`src/rtl/bbc_cycle_seq_if.sv`:
```
// CPU-side request/acknowledge bundle for the host bus-cycle sequencer.
// Handshake: the master raises cpu_req with cpu_rnw/cpu_wdata stable and holds it until a
// one-cycle cpu_ack; cpu_err and rd_data are valid with that ack, and req drops on the next edge.
interface bbc_cycle_seq_if;
  logic       cpu_req;
  logic       cpu_rnw;
  logic [7:0] cpu_wdata;
  logic       cpu_ack;
  logic       cpu_err;
  logic [7:0] rd_data;

  modport master (
    output cpu_req, cpu_rnw, cpu_wdata,
    input  cpu_ack, cpu_err, rd_data
  );

  modport slave (
    input  cpu_req, cpu_rnw, cpu_wdata,
    output cpu_ack, cpu_err, rd_data
  );
endinterface

```
`src/rtl/bbc_cycle_seq.sv`:
```
// Host bus-cycle sequencer: aligns CPU requests to the BBC 2MHz phi0, stretches slow
// (1MHz) accesses, and snoops writes to the paged-ROM and shadow select registers.
module bbc_cycle_seq #(
  parameter int TIMEOUT_CYCLES = 255
) (
  input  logic              hsclk,
  input  logic              resetb,
  input  logic              bbc_phi0,
  bbc_cycle_seq_if.slave    cpu,
  input  logic              dec_rom_reg,
  input  logic              dec_shadow_reg,
  input  logic              dec_fe4x,
  input  logic [7:0]        bbc_rdata,
  output logic              lat_en,
  output logic              bbc_cyc,
  output logic              bbc_data_oe,
  output logic [3:0]        rom_sel,
  output logic              shadow_en,
  output logic [1:0]        dbg_state
);

  localparam logic [1:0] IDLE   = 2'd0;
  localparam logic [1:0] ALIGN  = 2'd1;
  localparam logic [1:0] BUS_HI = 2'd2;
  localparam logic [1:0] DONE   = 2'd3;

  localparam logic [7:0] TMO_LAST = 8'(TIMEOUT_CYCLES - 1);

  logic [1:0] state;
  logic [2:0] sync;
  logic       ph1m;
  logic [7:0] tcnt;
  logic       fc;
  logic       rnw_q;
  logic       slow_q;
  logic       rom_q;
  logic       shd_q;
  logic       err_q;
  logic [3:0] wdata_lo;
  logic       wdata_b7;
  logic [7:0] rd_q;
  logic [3:0] rom_sel_q;
  logic       shadow_q;
  logic       rise;
  logic       fall;

  // Only the ROM number and the shadow bit of the write data are ever consumed.
  logic unused_wdata;
  assign unused_wdata = ^cpu.cpu_wdata[6:4];

  assign rise = sync[1] & ~sync[2];
  assign fall = ~sync[1] & sync[2];

  always_ff @(posedge hsclk or negedge resetb) begin
    if (!resetb) begin
      state     <= IDLE;
      sync      <= 3'b000;
      ph1m      <= 1'b0;
      tcnt      <= 8'd0;
      fc        <= 1'b0;
      rnw_q     <= 1'b0;
      slow_q    <= 1'b0;
      rom_q     <= 1'b0;
      shd_q     <= 1'b0;
      err_q     <= 1'b0;
      wdata_lo  <= 4'd0;
      wdata_b7  <= 1'b0;
      rd_q      <= 8'd0;
      rom_sel_q <= 4'd0;
      shadow_q  <= 1'b0;
    end else begin
      sync <= {sync[1:0], bbc_phi0};
      if (rise) ph1m <= ~ph1m;

      case (state)
        IDLE: begin
          if (cpu.cpu_req) begin
            rnw_q    <= cpu.cpu_rnw;
            wdata_lo <= cpu.cpu_wdata[3:0];
            wdata_b7 <= cpu.cpu_wdata[7];
            slow_q   <= dec_fe4x;
            rom_q    <= dec_rom_reg;
            shd_q    <= dec_shadow_reg;
            err_q    <= 1'b0;
            tcnt     <= 8'd0;
            state    <= ALIGN;
          end
        end

        ALIGN: begin
          // A slow access may only start on the phi0 rise that begins a 1MHz period.
          if (rise && (!slow_q || !ph1m)) begin
            fc    <= 1'b0;
            state <= BUS_HI;
          end else if (!rise && (tcnt >= TMO_LAST)) begin
            err_q <= 1'b1;
            state <= DONE;
          end else begin
            tcnt <= tcnt + 8'd1;
          end
        end

        BUS_HI: begin
          if (fall) begin
            if (fc == slow_q) begin
              if (rnw_q) rd_q <= bbc_rdata;
              state <= DONE;
            end else begin
              fc <= fc + 1'b1;
            end
          end
        end

        DONE: begin
          if (!err_q && !rnw_q) begin
            if (rom_q) rom_sel_q <= wdata_lo;
            if (shd_q) shadow_q  <= wdata_b7;
          end
          state <= IDLE;
        end

        default: state <= IDLE;
      endcase
    end
  end

  assign lat_en       = (state == ALIGN) || (state == BUS_HI);
  assign bbc_cyc      = (state == BUS_HI);
  assign bbc_data_oe  = (state == BUS_HI) && !rnw_q;
  assign cpu.cpu_ack  = (state == DONE);
  assign cpu.cpu_err  = (state == DONE) && err_q;
  assign cpu.rd_data  = rd_q;
  assign rom_sel      = rom_sel_q;
  assign shadow_en    = shadow_q;
  assign dbg_state    = state;

endmodule
```
`src/flat_wrapper.sv`:
```
// flat-port wrapper written by rule: the top's interface ports become plain ports
module bbc_cycle_seq_flat 
#(
  parameter int TIMEOUT_CYCLES = 255
)
  (hsclk, resetb, bbc_phi0, dec_rom_reg, dec_shadow_reg, dec_fe4x, bbc_rdata, lat_en, bbc_cyc, bbc_data_oe, rom_sel, shadow_en, dbg_state, cpu_cpu_req, cpu_cpu_rnw, cpu_cpu_wdata, cpu_cpu_ack, cpu_cpu_err, cpu_rd_data);
  bbc_cycle_seq_if cpu_i ();
  input  logic hsclk;
  input  logic resetb;
  input  logic bbc_phi0;
  input  logic dec_rom_reg;
  input  logic dec_shadow_reg;
  input  logic dec_fe4x;
  input  logic [7:0] bbc_rdata;
  output logic lat_en;
  output logic bbc_cyc;
  output logic bbc_data_oe;
  output logic [3:0] rom_sel;
  output logic shadow_en;
  output logic [1:0] dbg_state;
  input wire logic [$bits(cpu_i.cpu_req)-1:0] cpu_cpu_req;
  input wire logic [$bits(cpu_i.cpu_rnw)-1:0] cpu_cpu_rnw;
  input wire logic [$bits(cpu_i.cpu_wdata)-1:0] cpu_cpu_wdata;
  output wire logic [$bits(cpu_i.cpu_ack)-1:0] cpu_cpu_ack;
  output wire logic [$bits(cpu_i.cpu_err)-1:0] cpu_cpu_err;
  output wire logic [$bits(cpu_i.rd_data)-1:0] cpu_rd_data;
  assign cpu_i.cpu_req = cpu_cpu_req;
  assign cpu_i.cpu_rnw = cpu_cpu_rnw;
  assign cpu_i.cpu_wdata = cpu_cpu_wdata;
  assign cpu_cpu_ack = cpu_i.cpu_ack;
  assign cpu_cpu_err = cpu_i.cpu_err;
  assign cpu_rd_data = cpu_i.rd_data;
  bbc_cycle_seq #(.TIMEOUT_CYCLES(TIMEOUT_CYCLES)) u_core (.hsclk(hsclk), .resetb(resetb), .bbc_phi0(bbc_phi0), .cpu(cpu_i), .dec_rom_reg(dec_rom_reg), .dec_shadow_reg(dec_shadow_reg), .dec_fe4x(dec_fe4x), .bbc_rdata(bbc_rdata), .lat_en(lat_en), .bbc_cyc(bbc_cyc), .bbc_data_oe(bbc_data_oe), .rom_sel(rom_sel), .shadow_en(shadow_en), .dbg_state(dbg_state));
endmodule
```
`config.mk`:
```
export PLATFORM = sky130hd
export DESIGN_NAME = bbc_cycle_seq_flat
export DESIGN_NICKNAME = d
export VERILOG_FILES = /design/src/rtl/bbc_cycle_seq_if.sv /design/src/rtl/bbc_cycle_seq.sv /design/src/flat_wrapper.sv
export SDC_FILE = /design/constraint.sdc
export NUM_CORES = 1
export LEC_CHECK = 0
export CORE_ASPECT_RATIO = 1.4
export CORE_MARGIN = 2
export CORE_UTILIZATION = 43
export DETAILED_ROUTE_END_ITERATION = 8
export PLACE_DENSITY = 0.79
export SETUP_SLACK_MARGIN = 0.15
export SLEW_MARGIN = 10
export SYNTH_ARGS = -nofsm -noshare
export SYNTH_HDL_FRONTEND = slang
export SYNTH_SLANG_ARGS = --single-unit
```
`constraint.sdc`:
```
create_clock -name hsclk -period 2.02 [get_ports hsclk]
set_input_delay 0.404 -clock hsclk [delete_from_list [all_inputs] [get_ports hsclk]]
set_output_delay 0.404 -clock hsclk [all_outputs]
set_load 0.01 [all_outputs]
```
==> impl_metrics.py, run 1 <==
metrics = {
    "global_route": {
        "busiest_layer": "met2",
        "grt_use_met3_pct": 6.84,
        "global_route.usage.met2_pct": 34.2,
        "grtUsageTotal_pct": 19.3,
        "grt_antenna_before_repair": 0,
        "first_pass_grt_wire_length_mm": 6.67,
        "grt_pass1_vias": 1487,
        "globalRoute.totalOverflow": 0,
        "groute.layer.met1.usage_pct": 20.4,
        "maximum_number_of_pins_on_one_net_before_global_route_repair": 22,
    },
    "clock_network": {
        "clock_sinks": 38,
        "clkSlewWorstSetupHoldPaths_ns": 0.08,
        "htree_num_levels": 2,
        "postCtsHoldBufs": 0,
        "clk_latency_ns": 0.30,
        "tritoncts_clock_tree": "yes",
        "ctsLongestPathBuffers": 2,
        "cts-buffers-inserted": 5,
        "cts_root_cell": "clkbuf_8",
    },
    "critical_path": {
        "path_max_fanout": 5,
        "capturing_element_type_of_the_critical_path": "flip-flop",
        "critical-path-slowest-cell": "dfrtp_2",
        "crit_path_frequent_cell": "buf_4",
        "ff2ff_setup_slack_ns": 0.18,
        "critical_path.max_stage_delay_ns": 0.43,
        "crit_path_start_kind": "flip-flop",
        "cell_by_cell_trace_of_the_critical_path": "buf_4 > ha_4 > buf_4 > a41oi_4 > o21ai_4 > or4_1 > a21oi_2",
        "critical_path_class": "flip-flop to flip-flop",
        "data_required_time_at_the_worst_endpoint_ns": 2.25,
        "timing.critical_path.arrival_ns": 2.07,
    },
    "routing": {
        "via_per_inst": 5.68,
        "drc": 0,
        "dr.pass1.iters": 4,
        "routed_wire_length_per_instance_um": 17.0,
        "postRouteAntennaNets": 0,
        "vias": 1362,
        "postRouteWirelength_mm": 4.09,
        "dr.first_iter.drc_count": 68,
    },
    "power": {
        "p_leak_nw": 1.02,
        "cellPowerDensity_mw_per_mm2": 1430,
        "power.ir.vdd_worst_v": 0.00104,
    },
    "floorplan": {
        "pin_count": 44,
        "die_x_um": 57.8,
        "fp-row-count": 27,
        "start_util_pct": 44.4,
        "dieHeight_um": 79.3,
        "core_area_mm2": 0.00392,
        "floorplan.die_area_mm2": 0.00458,
    },
    "flow_run": {
        "max-cap-violations": 0,
    },
    "sta": {
        "tightest_slew_ns": 0.474,
        "timing.setup.tns_ns": 0,
        "fin_crit_sh_pct": 91.2,
        "final_period_minus_worst_setup_slack_ns": 1.84,
        "timing.fmax_mhz": 543,
        "finalSetupViolations": 0,
        "finClkSkew_ns": 0.00556,
        "finalHoldWorstSlack_ns": 0.0432,
        "maxSlewViolCount": 0,
        "timing_hold_violations_final": 0,
        "maxSlewHeadroom_pct": 68.3,
        "rsz0062_at_grt": "true",
    },
    "placement": {
        "dpl.cell_count": 229,
        "io_buffers": 40,
        "post-dp-hpwl_mm": 2.90,
        "globalplace.congestion": 0.822,
    },
    "synth": {
        "syn_area_mm2": 0.00174,
        "ys.flop_type": "dfrtp_1",
        "count_of_flip_flops_with_a_built_in_enable_after_synthesis": 0,
        "synthArstFlopShare_pct": 100,
        "synth.mux.area_fraction_pct": 16.3,
        "post_synth_num_cell_types": 35,
        "cells_after_synth": 142,
        "synth_top_family_by_area": "multiplexers",
        "synthesis.yosys.warnings": 0,
        "synth_area_in_xor_xnor_pct": 1.51,
        "postSynthRegisterBits": 38,
        "syn-num-nets": 172,
        "synth_fa_ha_area_share_pct": 4.31,
        "area_fraction_in_compound_gates_after_synthesis_pct": 10.2,
        "synth_area_per_cell_um2": 12.3,
        "synthSimpleGateAreaFrac_pct": 10.9,
        "synth_seq_area_share_pct": 54.6,
    },
    "cells_and_area": {
        "nets": 226,
        "area.growth.synth_to_final_pct": 39.7,
        "post-route-util_pct": 62.1,
        "layoutNonFillerInstCount": 240,
        "diode_insertion_count_for_antenna_repair": 0,
        "share_of_layout_cells_above_drive_strength_1_pct": 31.5,
    },
    "hold_path": {
        "hold_path_class": "input pin to async pin",
    },
    "run_status": {
        "outcome": "completed",
    },
}
## critical path, delay by kind of cell (launching register included)
family | cells | cell delay [ns]
AOI/OAI and AO/OA | 3 | 0.44
adders and majority gates | 1 | 0.18
buffers and inverters | 2 | 0.30
DFF | 1 | 0.43
and+or+nand+nor | 1 | 0.43
## flip-flops by register name (all words and copies together) (netlist names), 2 cells and up
name,count
u_core.cpu.rd_data,8
u_core.dbg_state,2
u_core.rom_sel,4
u_core.sync,3
u_core.tcnt,8
u_core.wdata_lo,4
## metal layers
metal  vias up  part of all wire [%]
met5         -                     0
met4         0                   1.5
met3         6                   6.0
met2        46                    58
met1       686                    35
li1        624                     -
## layout by cell type, fill, tap and decap left out, types with 2 or more instances in the layout
cell / synthesis / final
dfrtp_1: 38 / 37
xnor2_1: 2 / 2
inv_2: 0 / 2
and2_1: 2 / 2
o31ai_1: 2 / 2
o21ai_0: 6 / 5
clkbuf_8: 0 / 6
clkbuf_2: 0 / 2
nand2_1: 6 / 6
ha_1: 6 / 2
nor2_1: 7 / 7
buf_4: 0 / 9
and3_1: 3 / 2
o211ai_1: 2 / 2
dlygate4sd2_1: 0 / 3
a21oi_1: 7 / 5
clkdlybuf4s50_1: 0 / 34
mux2_2: 24 / 24
or4_1: 2 / 2
nand3_1: 7 / 6
a21oi_2: 0 / 2
ha_4: 0 / 3
or3_1: 3 / 3
inv_1: 4 / 2
## through the flow
stage               setup WS [ns]  power (mW)  cell area (um2)
floorplan                   0.104        2.04             1740
global placement           0.0173        2.66             2240
detailed placement        -0.0124        2.75             2240
CTS                        0.0905        3.36             2370
global route               0.0802        3.70             2430
finish                      0.177        3.47             2430
## final timing paths
| path | from | endpoint | depth (start not counted) |
|---|---|---|---|
| worst max-delay path | u_core.dbg_state[0] | u_core.tcnt[5] | 7 |
| worst min-delay path | resetb | u_core.tcnt[5] | 1 |
| worst max register to register | u_core.dbg_state[0] | u_core.tcnt[5] | 7 |
| worst min register to register | u_core.sync[0] | u_core.sync[1] | 0 |
| max in group asynchronous | resetb | u_core.dbg_state[0] | 2 |
| min in group hsclk | u_core.sync[0] | u_core.sync[1] | 0 |
## logic make-up after synthesis
kind of cell             count (synthesis)
flip-flops                              38
XOR/XNOR                                 3
buffers and inverters                    8
AO/OA/AOI/OAI                           26
AND/OR/NAND/NOR                         36
multiplexers                            25
adder cells (fa/ha/maj)                  6
## where the power goes
part / internal (mW) / switching, mW
Sequential: 1.05 / 0.219
Combinational: 0.924 / 0.718
Clock: 0.281 / 0.281
## cell type report
cell class | count | area [um2]
Clock inverter | 2 | 16.3
Sequential cell | 38 | 952
Tap cell | 43 | 53.8
Clock buffer | 6 | 82.6
Timing Repair Buffer | 50 | 469
Multi-Input combinational cell | 97 | 845
Fill cell | 311 | 1490
Inverter | 4 | 15.0
## cells in the mapped netlist (all sizes together), types with 3 or more instances
cell type / instances / area [um2]
ha: 6 / 75.1
nand3: 7 / 35.0
or3: 3 / 18.8
and3: 3 / 18.8
a21oi: 7 / 35.0
inv: 4 / 15.0
clkbuf: 3 / 11.3
nand2: 6 / 22.5
nor2: 7 / 26.3
dfrtp: 38 / 951
o21ai: 7 / 38.8
mux2: 24 / 270
## what timing repair did
item                                    4_1_cts  5_1_grt
resized for setup                            12       15
endpoints found under the setup margin       15       19
setup buffers                                 1        1
gates cloned                                  0        1
Power figures use the tool's default switching activity.
==> run 2: changes to the inputs <==
- clock period: 2.02 -> 1.5 ns (I/O delays scaled with it)
==> run 2 against run 1 <==
The flow now finishes with violations (setup timing). Critical endpoint is now u_core.tcnt[4]. First-iteration DRC count down 50%. Final cell count grew 10%. Setup slack lost 0.50 ns. Clock power rose by 31%. Register-to-register slack worse by 0.50 ns. Critical path depth unchanged.
==> impl_metrics.py, run 2 (same netlist as run 1, synthesis figures left out) <==
metrics = {
    "placement": {
        "dpl_worst_slack_ns": -0.403,
        "dpl.cell_count": 245,
        "globalplace.congestion": 0.869,
        "io_buffers": 40,
        "post-dp-hpwl_mm": 2.96,
    },
    "critical_path": {
        "timing.reg2reg.worst_path_depth": 7,
        "rr_startpoint": "u_core.dbg_state[0]",
        "crit_path_start_kind": "flip-flop",
        "critical_path_class": "flip-flop to flip-flop",
        "data_required_time_at_the_worst_endpoint_ns": 1.72,
        "timing.rr.end": "u_core.tcnt[4]",
        "ff2ff_setup_slack_ns": -0.32,
        "capturing_element_type_of_the_critical_path": "flip-flop",
        "timing.critical_path.arrival_ns": 2.04,
        "path_max_fanout": 4,
    },
    "sta": {
        "worst_slack_ns": -0.320,
        "fin_crit_sh_pct": 121,
        "final_period_minus_worst_setup_slack_ns": 1.82,
        "rsz0062_at_grt": "true",
        "tightest_slew_ns": 0.344,
        "timing.fmax_mhz": 549,
        "finClkSkew_ns": 0.0130,
        "maxSlewViolCount": 0,
        "finalHoldWorstSlack_ns": 0.359,
        "timing_hold_violations_final": 0,
        "maxSlewHeadroom_pct": 77.0,
        "timing.setup.tns_ns": -5.21,
        "finalSetupViolations": 26,
    },
    "cells_and_area": {
        "final_common_cell": "dfrtp_1",
        "leading_cell_types_in_the_layout_fill_and_taps_excluded": "35 x dfrtp_1, 27 x buf_4, 19 x clkdlybuf4s50_1, 14 x mux2_2, 13 x dlygate4sd2_1",
        "area.growth.synth_to_final_pct": 60.9,
        "post-route-util_pct": 71.5,
        "nets": 250,
        "share_of_layout_cells_above_drive_strength_1_pct": 48.4,
        "layoutNonFillerInstCount": 264,
        "diode_insertion_count_for_antenna_repair": 0,
    },
    "clock_network": {
        "ctsLongestPathBuffers": 2,
        "tritoncts_clock_tree": "yes",
        "clkSlewWorstSetupHoldPaths_ns": 0.07,
        "htree_num_levels": 2,
        "clock_sinks": 38,
        "cts_root_cell": "clkbuf_8",
        "clk_latency_ns": 0.30,
        "cts-buffers-inserted": 5,
    },
    "floorplan": {
        "pin_count": 44,
        "floorplan.die_area_mm2": 0.00458,
        "start_util_pct": 44.4,
        "fp-row-count": 27,
        "die_x_um": 57.8,
        "dieHeight_um": 79.3,
        "core_area_mm2": 0.00392,
    },
    "hold_path": {
        "min_delay_worst_endpoint": "u_core.sync[1]",
        "holdCritStartpoint": "u_core.sync[0]",
        "worst_hold_path.num_cells": 0,
        "hold_path_class": "flip-flop to flip-flop",
    },
    "routing": {
        "postRouteWirelength_mm": 5.07,
        "drc": 0,
        "dr.pass1.iters": 4,
        "via_per_inst": 5.81,
        "routed_wire_length_per_instance_um": 19.2,
        "vias": 1533,
        "postRouteAntennaNets": 0,
        "dr.first_iter.drc_count": 34,
    },
    "global_route": {
        "globalRoute.totalOverflow": 0,
        "first_pass_grt_wire_length_mm": 7.55,
        "grt_antenna_before_repair": 0,
        "maximum_number_of_pins_on_one_net_before_global_route_repair": 28,
        "grt_pass1_vias": 1604,
        "grtUsageTotal_pct": 22.2,
    },
    "power": {
        "power.ir.vdd_worst_v": 0.00153,
        "cellPowerDensity_mw_per_mm2": 1950,
        "p_leak_nw": 1.26,
    },
    "run_status": {
        "violations": "setup timing",
        "outcome": "finished with violations",
    },
    "flow_run": {
        "max-cap-violations": 0,
    },
}
==> run 2: changes by cell type in the layout (fill, tap and decap cells not counted), moves of 7 or more <==
cell	previous run	this run
buf_4	9	27
clkdlybuf4s50_1	34	19
buf_6	0	7
mux2_2	24	14
dlygate4sd2_1	3	13
mux2_4	0	10
==> run 2: repair_timing <==
| item | CTS | global route |
|---|---|---|
| gates resized for setup | 71 | 21 |
| hold buffers | 1 | 0 |
| buffers inserted | 7 | 2 |
| setup endpoints to repair | 54 | 41 |
| pin swaps | 4 | 8 |
| hold endpoints to repair | 11 | 0 |
| cloned | 0 | 1 |
==> run 2: power breakdown <==
part / switching [mW] / internal, mW / leakage [nW]
clock: 0.366 / 0.369 / 0.0472
combinational: 1.34 / 1.69 / 0.732
sequential: 0.275 / 1.41 / 0.476
==> run 2: area by class of cell <==
type                       instances  area (um2)
fill                             251        1120
clock inverter                     2        12.5
tap                               43        53.8
sequential                        38         955
clock buffer                       6        82.6
multi-input combinational         97        1000
timing repair buffer              74         676
inverter                           4        20.0
==> run 2: worst max-delay path by stage <==
stage | from | to | slack, ns
2_1_floorplan | u_core.dbg_state[0] | u_core.tcnt[7] | -0.32
3_3_place_gp | cpu_cpu_req | u_core.tcnt[5] | -0.36
3_5_place_dp | cpu_cpu_req | u_core.tcnt[5] | -0.40
4_1_cts | u_core.dbg_state[0] | u_core.tcnt[7] | -0.28
5_1_grt | u_core.dbg_state[0] | u_core.tcnt[4] | -0.38
6_report | u_core.dbg_state[0] | u_core.tcnt[4] | -0.32
==> run 2: metrics by stage <==
| step | power [mW] | cell area (um2) |
|---|---|---|
| after global placement | 3.89 | 2420 |
| after detailed placement | 4.00 | 2420 |
| after global routing | 5.74 | 2800 |
| final | 5.46 | 2800 |
| after CTS | 5.02 | 2680 |
| after floorplan | 2.87 | 1790 |
==> run 2: routing by layer <==
| metal | global-route usage (%) | up-vias | part of all wire [%] |
|---|---|---|---|
| met5 | 0 | - | 0 |
| met4 | 10.2 | 0 | 4.5 |
| met3 | 6.03 | 24 | 5.6 |
| met2 | 40.8 | 73 | 56 |
| met1 | 22.6 | 764 | 34 |
| li1 | - | 672 | - |
==> run 2: critical path, stage by stage, from the launching register on <==
cell     delay, ns
dfrtp_2       0.41
inv_4         0.05
ha_4          0.17
mux2i_4       0.20
a41oi_4       0.26
o21ai_2       0.14
or3_1         0.38
a21oi_2       0.14
==> run 3: changes to the inputs <==
- SLEW_MARGIN: 10 -> default
==> results of run 3 <==
Same layout as run 2: the final DEF is identical, and so are final timing and power.
